## src/rtl/tpg_pkg.sv

```systemverilog
// Shared constants for the video test-pattern generator.
// Pattern indices, mode encodings and the colour-bar table.
package tpg_pkg;

  localparam logic [2:0] PAT_WHITE  = 3'd0;
  localparam logic [2:0] PAT_GRAY   = 3'd1;
  localparam logic [2:0] PAT_BANDS  = 3'd2;
  localparam logic [2:0] PAT_BARS   = 3'd3;
  localparam logic [2:0] PAT_RAMP   = 3'd4;
  localparam logic [2:0] PAT_CHK    = 3'd5;
  localparam logic [2:0] PAT_SCROLL = 3'd6;
  localparam logic [2:0] PAT_BLACK  = 3'd7;

  localparam logic [3:0] MODE_LAST_PAT = 4'd6;
  localparam logic [3:0] MODE_AUTO     = 4'd15;

  // {R,G,B} on/off per bar; an "on" channel is driven to MAX
  localparam logic [0:7][2:0] BAR_RGB = {
    3'b111, 3'b110, 3'b011, 3'b010,
    3'b101, 3'b100, 3'b001, 3'b000
  };

  function automatic logic [2:0] mode_to_pat(
    input logic [3:0] m
  );
    return (m <= MODE_LAST_PAT) ? m[2:0] : PAT_BLACK;
  endfunction

endpackage

```

## src/rtl/tpg_frame_ctrl.sv

```systemverilog
// Frame-start detect, mode latch, frame counter and optional
// auto-cycle sequencer (compiled in with TPG_AUTO_CYCLE_EN).
module tpg_frame_ctrl
  import tpg_pkg::*;
#(
  parameter int HCNT_W      = 11,
  parameter int VCNT_W      = 12,
  parameter int FCNT_W      = 8,
  parameter int AUTO_FRAMES = 60
) (
  input  logic              clk,
  input  logic              rst,
  input  logic [3:0]        mode_i,
  input  logic [HCNT_W-1:0] hcnt_i,
  input  logic [VCNT_W-1:0] vcnt_i,
  output logic [2:0]        pat_o,
  output logic [FCNT_W-1:0] fcnt_o
);

  logic              zero, fs, zero_q;
  logic [3:0]        mode_q, mode_d;
  logic [FCNT_W-1:0] fcnt_q, fcnt_d;

  assign zero = (hcnt_i == '0) && (vcnt_i == '0);
  assign fs   = zero & ~zero_q;

  // _d values double as the bypass for the frame-start pixel
  assign mode_d = fs ? mode_i : mode_q;
  assign fcnt_d = fs ? fcnt_q + 1'b1 : fcnt_q;
  assign fcnt_o = fcnt_d;

  always_ff @(posedge clk) begin
    if (rst) begin
      zero_q <= 1'b0;
      mode_q <= '0;
      fcnt_q <= '0;
    end else begin
      zero_q <= zero;
      mode_q <= mode_d;
      fcnt_q <= fcnt_d;
    end
  end

`ifdef TPG_AUTO_CYCLE_EN
  localparam int AW = (AUTO_FRAMES > 1) ?
                      $clog2(AUTO_FRAMES) : 1;

  logic [2:0]    idx_q, idx_d;
  logic [AW-1:0] frm_q, frm_d;

  always_comb begin
    idx_d = idx_q;
    frm_d = frm_q;
    if (fs && mode_i == MODE_AUTO) begin
      if (mode_q != MODE_AUTO) begin
        idx_d = '0;
        frm_d = '0;
      end else if (frm_q == AW'(AUTO_FRAMES - 1)) begin
        frm_d = '0;
        idx_d = (idx_q == PAT_SCROLL) ? '0 : idx_q + 1'b1;
      end else begin
        frm_d = frm_q + 1'b1;
      end
    end
  end

  always_ff @(posedge clk) begin
    if (rst) begin
      idx_q <= '0;
      frm_q <= '0;
    end else begin
      idx_q <= idx_d;
      frm_q <= frm_d;
    end
  end

  assign pat_o = (mode_d == MODE_AUTO) ? idx_d
                                       : mode_to_pat(mode_d);
`else
  assign pat_o = mode_to_pat(mode_d);
`endif

endmodule

```

## config.mk

```make
export PLATFORM = sky130hd
export DESIGN_NAME = tpg_frame_ctrl
export DESIGN_NICKNAME = d
export VERILOG_FILES = /design/src/rtl/tpg_pkg.sv /design/src/rtl/tpg_frame_ctrl.sv
export SDC_FILE = /design/constraint.sdc
export NUM_CORES = 1
export LEC_CHECK = 0
export ABC_CLOCK_PERIOD_IN_PS = 2700
export CAP_MARGIN = 20
export CORE_MARGIN = 2
export CORE_UTILIZATION = 39
export CTS_CLUSTER_DIAMETER = 120
export DETAILED_ROUTE_END_ITERATION = 7
export PLACE_DENSITY = 0.77
export SYNTH_ARGS = -nofsm -noshare
export SYNTH_HDL_FRONTEND = slang
export SYNTH_SLANG_ARGS = --single-unit
```

## constraint.sdc

```tcl
create_clock -name clk -period 2.7 [get_ports clk]
set_input_delay 0.54 -clock clk [delete_from_list [all_inputs] [get_ports clk]]
set_output_delay 0.54 -clock clk [all_outputs]
set_load 0.02 [all_outputs]
```

* Yosys cells after proc, flatten, opt, wreduce, memory -nomap -nowiden
Index checks and enable logic that the tools add are counted.
Operators by class: $add $sub $neg 1, $mul 0, divide/modulo/power cells 0, magnitude comparators 1, equal/unequal tests 0, shifts and indexed selects 0, muxes and demuxes 3, bitwise gates (word level) 2, reductions and logical operators 3
Operator list (number):
- $logic_not 12->1 | 1
- $logic_not 11->1 | 1
- $add 8x1->8 const B | 1
- $mux 8 | 1
- $le 4x3->1 const B | 1
- $mux 4 | 1
- $mux 3 | 1
- $and 1x1->1 | 1
- $logic_and 1x1->1 | 1
- $not 1->1 | 1
Storage, ports and cells: register bits 13, bits in latches 0, memory bits (writable) 0, bits in read-only memories 0, input bits 29, word-level logic and storage cells 13, memories kept 0

* Depth between registers and ports, before layout
word-level depth 6, depth in mapped cells 5

* Worst setup path before layout
Ideal clock, no wire load.
kind input to output, from input vcnt_i[11], to output pat_o[0], arrival 1.867 ns, setup slack 0.293 ns, stages 5, path through nor4_1 -> nand4_1 -> nor3_1 -> buf_4 -> mux2i_1
On the way: cells in the longest elaborated chain, start to end 6
Ends and longest elaborated chain:
- from (decl) | line tpg_frame_ctrl.sv:15 | input logic [VCNT_W-1:0] vcnt_i,
- $logic_not 12->1 * | line tpg_frame_ctrl.sv:24 | assign zero = (hcnt_i == '0) && (vcnt_i == '0);
- $logic_and 1x1->1 * | line tpg_frame_ctrl.sv:24
- $and 1x1->1 * | line tpg_frame_ctrl.sv:25 | assign fs = zero & ~zero_q;
- $mux 4 * | line tpg_frame_ctrl.sv:28 | assign mode_d = fs ? mode_i : mode_q;
- $le 4x3->1 | line tpg_pkg.sv:26 | return (m <= MODE_LAST_PAT) ? m[2:0] : PAT_BLACK;
- $mux 3 * | line tpg_pkg.sv:26
- to (decl) | line tpg_frame_ctrl.sv:16 | output logic [2:0] pat_o,
Every way passes the cells marked *; elsewhere a longest branch is shown, timed or not.

* Final worst setup path
from input hcnt_i[0], to output fcnt_o[3]
On the way: cells in the longest elaborated chain, start to end 4
Ends and longest elaborated chain:
- from (decl) | line tpg_frame_ctrl.sv:14 | input logic [HCNT_W-1:0] hcnt_i,
- $logic_not 11->1 | line tpg_frame_ctrl.sv:24
- $logic_and 1x1->1 | line tpg_frame_ctrl.sv:24
- $and 1x1->1 | line tpg_frame_ctrl.sv:25
- $mux 8 | line tpg_frame_ctrl.sv:29 | assign fcnt_d = fs ? fcnt_q + 1'b1 : fcnt_q;
- to (decl) | line tpg_frame_ctrl.sv:17 | output logic [FCNT_W-1:0] fcnt_o
Every way passes these cells.

==> reports/results.ini <==
[place]
hpwl_mm=1.645
portBuffers=39
gp_congestion=0.7950
dp_cells=163

[clocking]
cts_hold_buf=0
clockBufferDepth=2
cts_made_buffers=3
cts_root_buf=clkbuf_4
clkLatencyLatePin_ns=0.29
cts_tree=built
path_clk_slew_ns=0.08
clock-sinks=13
htree_levels=1

[logic_synthesis]
synth_top_family_by_area=simple AND/OR/NAND/NOR gates
seq_area_frac_synth=0.3147
syn_inst=93
synth.mux.area_fraction=0.1649
ys_ff_latch=13
syn-num-nets=123
synth_fa_ha_area_frac=0.01513
avgSynthCellArea_um2=8.893
synth_top_area_frac=0.3147
yosys.area_share.simple=0.3812
syn-cell-area_um2=827.0
synth_cell_types=24
synth-compound-area-share=0.04539
netlist_top_cells_area=dfxtp_1, mux2i_1, nand2b_1, mux2_2, nor2_1
yosysWarnings=0
yosys.area.top_type=dfxtp_1
synth_xor_xnor_area_share=0.04236

[sta]
skew_ns=0.002379
fin_hold_ws_ns=0.4794
min_period_ns=2.634
max_freq_mhz=379.6
hold_viol_final=0
tightest_slew_ns=0.6558
finalCritPeriodShare=0.9756
setup_violations=0
grt_setup_unrepaired=no
max_slew_margin=0.5614
slew_viol_final=0
setup_tns_ns=0

[final_layout]
fin_nets=177
layout.cells.most_common=buf_4
final_cell_mix=buf_4, dfxtp_1, nand2b_1, nor2_1
syn_to_final_growth_pct=68.68
utilization=0.7039
layout.cells.non_filler=173
fillers=158
diodes=0
seq_area_um2=260.3
drive_gt1_frac=0.4110
multi_input_area_um2=610.6

[worst_setup_path]
critPathKind=input pin to output port
path_buf_inv=3
r2r_slack_ns=1.00
worst_path_max_delay_cell=or4_4
start_kind=input pin
path_max_fanout=5
crit_required_ns=2.16
reg2reg_depth=6
crit_path_end_kind=output port
crit_top_cell=buf_6
cpPeakStageDelay_ns=0.52
critPathTopFamily=simple AND/OR/NAND/NOR gates
cp.depth=7
arrival_ns=2.09
cp_cell_sequence=clkbuf_2, nor4_1, nand4_1, buf_6, or4_4, nand2_2, buf_6

[power]
p_total_w=0.0003661
p_leak_nw=0.6233
peakVddDrop_uv=299.3
p_per_area_mw_per_mm2=262.4

[floorplan]
pin_count=40
dieArea_mm2=0.002505
core_area_mm2=0.001982
initial_utilization=0.4173
die_width_um=50.05
die_h_um=50.05
num_rows=16

[global_routing]
grtUsageTotal=0.2064
grt_pass1_wl_mm=3.926
grt_remaining_overflow=0
grt_max_degree=23
grt_pass1_vias=880
antenna_found_initial=0

[route]
routedWlPerCell_um=12.80
viasPerCell=5.104
vias=883
firstDrtPassIters=4
post-route-drc-count=0
routed_wl_mm=2.215
ant_nets=0
drt-initial-drc-count=14

[hold_path]
hold_path.class=flop to flop
min_path_cells=2

[run]
cap_violations=0

[outcome]
status=finished clean

-- final timing paths --
check / startpoint / endpoint
setup / recovery: hcnt_i[0] / fcnt_o[3]
hold / removal: mode_q[2]$_SDFF_PP0_ / mode_q[2]$_SDFF_PP0_
setup reg to reg: fcnt_q[0]$_SDFF_PP0_ / fcnt_q[4]$_SDFF_PP0_
hold reg to reg: mode_q[2]$_SDFF_PP0_ / mode_q[2]$_SDFF_PP0_
-- what timing repair did --
item	4_1_cts	5_1_grt
gates cloned	1	0
endpoints found under the setup margin	11	11
pin swaps	14	12
buffers inserted	4	1
resized for setup	90	29
-- state kept, by name, indices dropped and copies added, names as in the netlist --
name	flops
fcnt_q	8
mode_q	4
zero_q	1
-- through the flow --
step / cell area [um^2] / setup slack [ns]
global placement: 1294 / -0.6680
CTS: 1370 / 0.01127
global route: 1395 / 0.001510
finish: 1395 / 0.06598
detailed placement: 1294 / -0.7096
floorplan: 827.0 / 0.2927
-- area by class of cell --
| class | instances | share of cell area |
|---|---|---|
| Clock buffer | 4 | 0.01883 |
| Multi-Input combinational cell | 75 | 0.4377 |
| Sequential cell | 13 | 0.1865 |
| Tap cell | 27 | 0.02422 |
| Timing Repair Buffer | 54 | 0.3327 |
-- synth_stat cells --
master and number:
dfxtp_1 13, and4b_1 1, nand4_1 1, buf_6 1
nor4_2 1, buf_4 1, ha_1 1, clkbuf_1 3
nor3_1 5, nor2b_1 4, a21oi_1 3, xor2_1 4
and4_1 1, nor4_4 1, nand2_1 6, nand2b_1 11
nand4b_1 1, nor2_1 10, o31ai_1 3, mux2_2 5
nor4_1 4, mux2i_1 8, or4_4 3, nand3_1 2
-- where the power goes --
group          internal, W     switching, W  total [W]
combinational    0.0000300        0.0000176  0.0000476
clock            0.0000575        0.0000695   0.000127
sequential        0.000191  0.0000000000183   0.000191
-- cells by family after synthesis --
family                     after synthesis
xor gates and xnor gates                 4
and+or+nand+nor                         51
buffers and inverters                    5
AOI/OAI and AO/OA                        6
adders and majority gates                1
DFF                                     13
muxes                                   13
-- metal layers --
layer  global-route usage  share of wire  vias to the layer above
li1                     -              -                      439
met1               0.2352           0.40                      408
met2               0.3618           0.53                       31
met3              0.05758          0.056                        5
met4              0.07407          0.018                        0
met5                    0              0                        -
-- worst min-delay path, cell delays in order (launching register included) --
cell and delay, ns:
dfxtp_1 0.32, nand2b_1 0.06, mux2i_1 0.06
Power figures use the tool's default switching activity.
